`config.mk`:
```
export PLATFORM = sky130hd
export DESIGN_NAME = multicycle_ctrl
export DESIGN_NICKNAME = d
export VERILOG_FILES = /design/src/rtl/multicycle_ctrl.sv
export SDC_FILE = /design/constraint.sdc
export NUM_CORES = 1
export LEC_CHECK = 0
export ABC_AREA = 1
export BUFFER_PORTS_ARGS = -buffer_cell sky130_fd_sc_hd__buf_2
export CAP_MARGIN = 20
export CORE_ASPECT_RATIO = 1.2
export CORE_MARGIN = 2
export CORE_UTILIZATION = 55
export CTS_CLUSTER_DIAMETER = 200
export DETAILED_ROUTE_END_ITERATION = 10
export PLACE_DENSITY = 0.84
export SYNTH_ARGS = -nofsm -noshare
export SYNTH_HDL_FRONTEND = slang
export SYNTH_SLANG_ARGS = --single-unit
```
`constraint.sdc`:
```
create_clock -name clk -period 2.05 [get_ports clk]
set_input_delay 0.3075 -clock clk [delete_from_list [all_inputs] [get_ports clk]]
set_output_delay 0.3075 -clock clk [all_outputs]
set_load 0.01 [all_outputs]
```
`src/rtl/multicycle_ctrl.sv`:
```
// Multicycle MIPS-style control unit.
// Moore FSM driving datapath controls, with optional memory handshake.
module multicycle_ctrl #(
  parameter int ALUOP_W       = 2,
  parameter int MEM_HANDSHAKE = 0,
  parameter int CNT_W         = 16
) (
  input  logic               clk,
  input  logic               rst,
  input  logic [5:0]         op_code,
  input  logic               mem_ready,
  output logic               pc_write,
  output logic               pc_write_cond,
  output logic               ior_d,
  output logic               mem_rd,
  output logic               mem_wr,
  output logic               ir_write,
  output logic               mem_to_reg,
  output logic               reg_dst,
  output logic               reg_wr,
  output logic               alu_src_a,
  output logic [1:0]         alu_src_b,
  output logic [ALUOP_W-1:0] alu_op,
  output logic [1:0]         pc_src,
  output logic [1:0]         br_type,
  output logic               illegal_op,
  output logic [3:0]         state,
  output logic [CNT_W-1:0]   instr_cnt
);

  typedef enum logic [3:0] {
    S_FETCH   = 4'd0,
    S_DECODE  = 4'd1,
    S_MEMADR  = 4'd2,
    S_MEMRD   = 4'd3,
    S_MEMWB   = 4'd4,
    S_MEMWR   = 4'd5,
    S_EXEC    = 4'd6,
    S_RWB     = 4'd7,
    S_BRANCH  = 4'd8,
    S_JUMP    = 4'd9,
    S_IEXEC   = 4'd10,
    S_IWB     = 4'd11,
    S_ILLEGAL = 4'd12
  } state_t;

  localparam logic [5:0] OP_R      = 6'b000000;
  localparam logic [5:0] OP_LW     = 6'b100011;
  localparam logic [5:0] OP_SW     = 6'b101011;
  localparam logic [5:0] OP_BEQ    = 6'b000100;
  localparam logic [5:0] OP_BNE    = 6'b000101;
  localparam logic [5:0] OP_REGIMM = 6'b000001;
  localparam logic [5:0] OP_J      = 6'b000010;
  localparam logic [5:0] OP_ADDI   = 6'b001000;
  localparam logic [5:0] OP_ORI    = 6'b001101;

  localparam logic [ALUOP_W-1:0] AOP_ADD   = ALUOP_W'(0);
  localparam logic [ALUOP_W-1:0] AOP_SUB   = ALUOP_W'(1);
  localparam logic [ALUOP_W-1:0] AOP_FUNCT = ALUOP_W'(2);
  localparam logic [ALUOP_W-1:0] AOP_OR    = ALUOP_W'(3);
  localparam logic [ALUOP_W-1:0] AOP_SLT   = ALUOP_W'(4);

  state_t             state_q;
  state_t             state_d;
  logic [5:0]         op_q;
  logic [CNT_W-1:0]   cnt_q;
  logic               ready;
  logic               retire;
  logic               is_r;
  logic               is_mem;
  logic               is_br;
  logic               is_j;
  logic               is_imm;

  // Without the handshake every memory access completes in one cycle.
  assign ready = (MEM_HANDSHAKE == 0) || mem_ready;

  assign is_r   = (op_code == OP_R);
  assign is_mem = (op_code == OP_LW) || (op_code == OP_SW);
  assign is_br  = (op_code == OP_BEQ) || (op_code == OP_BNE)
                || (op_code == OP_REGIMM);
  assign is_j   = (op_code == OP_J);
  assign is_imm = (op_code == OP_ADDI) || (op_code == OP_ORI);

  assign state     = state_q;
  assign instr_cnt = cnt_q;

  // State, latched opcode and retired-instruction counter.
  always_ff @(posedge clk) begin
    if (rst) begin
      state_q <= S_FETCH;
      op_q    <= '0;
      cnt_q   <= '0;
    end else begin
      state_q <= state_d;
      if (state_q == S_DECODE)
        op_q <= op_code;
      if (retire)
        cnt_q <= cnt_q + 1'b1;
    end
  end

  // Next-state logic and Moore control outputs; reset forces controls low.
  always_comb begin
    state_d       = S_FETCH;
    retire        = 1'b0;
    pc_write      = 1'b0;
    pc_write_cond = 1'b0;
    ior_d         = 1'b0;
    mem_rd        = 1'b0;
    mem_wr        = 1'b0;
    ir_write      = 1'b0;
    mem_to_reg    = 1'b0;
    reg_dst       = 1'b0;
    reg_wr        = 1'b0;
    alu_src_a     = 1'b0;
    alu_src_b     = 2'b00;
    alu_op        = AOP_ADD;
    pc_src        = 2'b00;
    br_type       = 2'b00;
    illegal_op    = 1'b0;

    unique case (state_q)
      S_FETCH: begin
        mem_rd    = 1'b1;
        alu_src_b = 2'b01;
        if (ready) begin
          ir_write = 1'b1;
          pc_write = 1'b1;
          state_d  = S_DECODE;
        end else begin
          state_d  = S_FETCH;
        end
      end
      S_DECODE: begin
        alu_src_b = 2'b11;
        unique case (1'b1)
          is_r:    state_d = S_EXEC;
          is_mem:  state_d = S_MEMADR;
          is_br:   state_d = S_BRANCH;
          is_j:    state_d = S_JUMP;
          is_imm:  state_d = S_IEXEC;
          default: state_d = S_ILLEGAL;
        endcase
      end
      S_MEMADR: begin
        alu_src_a = 1'b1;
        alu_src_b = 2'b10;
        state_d   = (op_q == OP_LW) ? S_MEMRD : S_MEMWR;
      end
      S_MEMRD: begin
        mem_rd  = 1'b1;
        ior_d   = 1'b1;
        state_d = ready ? S_MEMWB : S_MEMRD;
      end
      S_MEMWB: begin
        reg_wr     = 1'b1;
        mem_to_reg = 1'b1;
        retire     = 1'b1;
      end
      S_MEMWR: begin
        mem_wr  = 1'b1;
        ior_d   = 1'b1;
        if (ready)
          retire  = 1'b1;
        else
          state_d = S_MEMWR;
      end
      S_EXEC: begin
        alu_src_a = 1'b1;
        alu_op    = AOP_FUNCT;
        state_d   = S_RWB;
      end
      S_RWB: begin
        reg_wr  = 1'b1;
        reg_dst = 1'b1;
        retire  = 1'b1;
      end
      S_BRANCH: begin
        alu_src_a     = 1'b1;
        pc_write_cond = 1'b1;
        pc_src        = 2'b01;
        retire        = 1'b1;
        unique case (op_q)
          OP_BNE:    br_type = 2'b01;
          OP_REGIMM: br_type = 2'b10;
          default:   br_type = 2'b00;
        endcase
        if (ALUOP_W == 3 && op_q == OP_REGIMM)
          alu_op = AOP_SLT;
        else
          alu_op = AOP_SUB;
      end
      S_JUMP: begin
        pc_write = 1'b1;
        pc_src   = 2'b10;
        retire   = 1'b1;
      end
      S_IEXEC: begin
        alu_src_a = 1'b1;
        alu_src_b = 2'b10;
        alu_op    = (op_q == OP_ORI) ? AOP_OR : AOP_ADD;
        state_d   = S_IWB;
      end
      S_IWB: begin
        reg_wr = 1'b1;
        retire = 1'b1;
      end
      S_ILLEGAL: begin
        illegal_op = 1'b1;
      end
      default: begin
        state_d = S_FETCH;
      end
    endcase

    if (rst) begin
      retire        = 1'b0;
      pc_write      = 1'b0;
      pc_write_cond = 1'b0;
      ior_d         = 1'b0;
      mem_rd        = 1'b0;
      mem_wr        = 1'b0;
      ir_write      = 1'b0;
      mem_to_reg    = 1'b0;
      reg_dst       = 1'b0;
      reg_wr        = 1'b0;
      alu_src_a     = 1'b0;
      alu_src_b     = 2'b00;
      alu_op        = '0;
      pc_src        = 2'b00;
      br_type       = 2'b00;
      illegal_op    = 1'b0;
    end
  end

endmodule

```
Word level (Yosys, flattened, before mapping) --
Index checks and enable logic that the tools add are counted.
Storage, ports and cells: register bits 26, bits of input ports 9, output and inout bits 39, word-level logic and storage cells 78
Cells by class: add/subtract/negate cells 1, eq/ne operators 24, multiplexer cells 37, reduce and logical (&&, ||, !) cells 13
Operator list (count):
- 1-bit two-way mux | 24
- 4-bit case mux with 6 select lines | 1
- 4-bit equality test (second input constant) | 5
- 4-bit case mux with 5 select lines | 1
- 6-bit by 3-bit equality test with 1-bit output (second input constant) | 3
- 6-bit by 4-bit equality test with 1-bit output (second input constant) | 3
- 6-bit equality test (second input constant) | 3
- 16-bit by 1-bit adder with 16-bit output (second input constant) | 1
- 4-bit by 3-bit equality test with 1-bit output (second input constant) | 4
- 6-bit by 1-bit equality test with 1-bit output (second input constant) | 2
- 2-bit two-way mux | 6
- 2-bit case mux with 3 select lines | 2
- 4-bit by 2-bit equality test with 1-bit output (second input constant) | 2
- 2-bit case mux with 2 select lines | 2
- 2-bit OR reduction | 4
- 6-bit by 2-bit equality test with 1-bit output (second input constant) | 1
- 6-bit zero test | 1
- 6-bit OR reduction | 1
- 4-bit by 1-bit equality test with 1-bit output (second input constant) | 1
- 4-bit zero test | 1
- 1-bit logical OR | 4
- 4-bit OR reduction | 1
- 3-bit two-way mux | 1
- 3-bit OR reduction | 1

Logic depth before layout (Yosys ltp) --
depth after elaboration 5, depth in mapped cells 9, mapped depth without buffers 9

Least setup slack after synthesis --
OpenSTA, ideal clock, no wires.
path type flip-flop to output port, start register state_q[1] (netlist: state[1]), end output port br_type[0], arrival 1314 ps, required time 1742 ps, slack 429 ps, cell stages (with the launch flop) 6, buffers on the path 0, cells stage by stage dfxtp_1 > nor2_1 > inv_1 > nor2_1 > inv_1 > nor4_1
On the way: word-level cells in the longest chain between the ends 3
RTL lines:
- from (decl) | RTL line 63 | state_t state_q;
- from (signal assigned) | RTL line 95 | state_q <= state_d;
- 4-bit equality test | RTL line 123 | unique case (state_q)
- 2-bit two-way mux | RTL line 123
- 2-bit two-way mux | RTL line 217 | if (rst) begin
- to (decl) | RTL line 25 | output logic [1:0] br_type,
Every way passes these cells.

Worst setup path in the final report --
start register state_q[1] (netlist: state[1]), end output port br_type[1]
Same word-level chain as after synthesis.

==> reports/results.ini <==
[outcome]
status = complete, no violations

[critical_path]
slowest_delay_ps = 380
rr_endpoint = instr_cnt[8]
path_max_fanout = 6
endpoint_kind = output port
start_kind = register
cp_slowest_cell = dfxtp_1
reg2reg_from = state[0]
crit_type = register to output port
cpMostUsedCell = inv_1
crit_buf_inv = 3
cp.arrival_ps = 1550
critPathTopFamily = simple AND/OR/NAND/NOR gates
worst_ep_required_time_ps = 1740
r2r_slack_ps = 520
cp_cell_sequence = nor2_1 -> inv_1 -> nor2_2 -> inv_1 -> nor4_1 -> buf_2
r2r_cells = 7

[worst_hold_path]
hold_class = input port to register
hold_start = op_code[3]
hold_depth = 3
whs_endpoint = op_q[3]

[final_layout]
drive_gt1_share_pct = 21.3
area_delta_synth_final_pct = 17.6
nNetsFinal = 331
antennaDiodeCount = 0
n_fill_cell = 276

[clocking]
clock_path_buffers = 2
cts.clk_slew.worst_paths_ps = 140
cts_tree = yes
clk_latency_ps = 320
root_buffer = clkbuf_4
postCtsSetupBuffers = 0
numClockSinks = 26
cts_resized = 0
ctsHoldBuffers = 0
cts_buffers = 3
cts-htree-levels = 1

[synth]
ys_ff_latch = 26
synth_nets = 284
ys.flop_type = dfxtp_1
seq_area_frac_synth_pct = 31.8
ys.warnings.count = 0
syn_area_um2 = 1640
syn_inst = 274
syn_area_per_cell_um2 = 5.98
synth_cell_type_count = 26
synth_edf_count = 0
async_flop_share_pct = 0

[drt]
vias = 1846
wl_um = 3830
vias_per_cell = 5.21
wl_per_cell_um = 10.8
drcViolationCount = 0
dr.pass1.iters = 4
drt_iter0_drc = 48
antenna_left = 0

[grt]
grt_busiest_layer = met2
grt_pass1_wl_um = 6490
grtUsageTotal_pct = 24.3
grt_max_degree = 22
overflow = 0
gr-usage-met3_pct = 3.04
antenna_found_initial = 0
grt_pass1_vias = 1589
use_met2_pct = 44.4
grtUsageMet1_pct = 28.7

[timing]
max_freq_ghz = 0.538
relSlewSlack_pct = 80.0
layout_min_cycle_time_ps = 1860
fin_ws_ps = 191
timing.hold.ws_ps = 256
final.period_utilization_pct = 90.7
worst_pin_slew_ps = 299
setup_tns_ps = 0
slew_violations = 0
setup_violations = 0
fin_skew_ps = 8.34
rsz0062_at_grt = false
hold_viol = 0

[floorplanning]
initial_utilization_pct = 58.3
die_area_um2 = 3430
die_h_um = 63.8
coreArea_um2 = 2810
num_rows = 21
pin_count = 48
die_w_um = 53.8

[power]
irDropWorstVdd_mv = 0.402
p_leak_nw = 0.897
powerDensity_nw_per_um2 = 554

[place]
hpwl_um = 2890
gp_congestion = 0.831
dp_slack_ps = 426
io_buffers = 46

[flow_run]
cap_viol_max_count = 0

metrics by stage:
step / instance area (µm²) / util, % / std cells / power, mW
final: 1930 / 68.5 / 354 / 1.07
after global routing: 1930 / 68.5 / 354 / 1.14
after CTS: 1920 / 68.4 / 354 / 1.08
after detailed placement: 1890 / 67.2 / 350 / 0.819
after global placement: 1890 / 67.2 / 350 / 0.816
after floorplan: 1640 / - / 274 / 0.746
routing by layer:
layer  routed length (µm)  share of wire [%]
met1                 1670                 44
met2                 1890                 49
met3                  228                6.0
met4                   31               0.81
met5                    0                  0
placed cells by master, fill, tap and decap left out:
cell,instances
nand4_1,7
nor3_1,2
nor4_1,3
inv_2,7
clkbuf_4,3
o21bai_1,1
clkbuf_8,1
a21oi_1,24
o22ai_1,1
a31oi_1,2
nand3_2,1
buf_4,2
ha_1,1
xor2_1,2
nand2_2,3
dfxtp_1,26
inv_1,29
o21ai_1,1
nor2_2,2
nand3_4,1
nor2_1,49
nand2_1,75
buf_2,46
nor2_4,2
o21ai_0,11
nand3_1,17
and3_1,1
cell type report:
cell class / instances / area (µm²) / area share [%]
Clock buffer: 4 / 36.3 / 1.88
Sequential cell: 26 / 520 / 27.0
Timing Repair Buffer: 48 / 245 / 12.7
Multi-Input combinational cell: 206 / 947 / 49.2
Inverter: 36 / 135 / 7.01
Tap cell: 34 / 42.5 / 2.21
logic make-up after synthesis:
group / after synthesis / share of synthesized area (%)
AO/OA/AOI/OAI: 40 / 12.6
XOR/XNOR: 2 / 1.07
adder cells (fa/ha/maj): 1 / 0.764
flip-flops: 26 / 31.8
AND/OR/NAND/NOR: 163 / 43.2
buffers and inverters: 42 / 10.5
worst reg2reg max path, delay by kind of cell (launching register included):
kind                   cells  cell delay (ps)
AND/OR/NAND/NOR            4              570
flip-flops                 1              400
buffers and inverters      2              310
AO/OA/AOI/OAI              1              160
how the worst max path moves through the flow:
| stage | from | to | slack [ps] | cells past startpoint |
|---|---|---|---|---|
| final | state[1] | br_type[1] | 190 | 6 |
| after global routing | state[1] | br_type[1] | 20 | 6 |
| after CTS | state[1] | br_type[1] | 120 | 6 |
| after detailed placement | rst | br_type[1] | 430 | 7 |
| after global placement | rst | br_type[0] | 470 | 7 |
| after floorplan | state[1] | br_type[0] | 430 | 5 |
registers in the layout, indices dropped and copies added (netlist names):
signal / flops
instr_cnt: 16
op_q: 6
state: 4
power breakdown:
group	leakage, nW	switching, mW	internal [mW]	total [mW]
sequential	0.211	0.0270	0.535	0.562
clock	0.0210	0.148	0.109	0.257
combinational	0.665	0.167	0.0809	0.248
total	0.897	0.342	0.725	1.07
synthesized netlist by cell type (3+ instances only):
cell type,count,area share (%)
nand3_1,17,5.2
a21oi_1,24,7.3
inv_2,7,1.6
clkbuf_1,3,0.69
nand2_1,75,17
dfxtp_1,26,32
nand2_2,3,1.1
nor4_1,3,1.1
nor2_1,50,11
nand4_1,7,2.7
o21ai_0,11,3.4
inv_1,29,6.6
No activity file was read; power rests on OpenSTA's default activity.
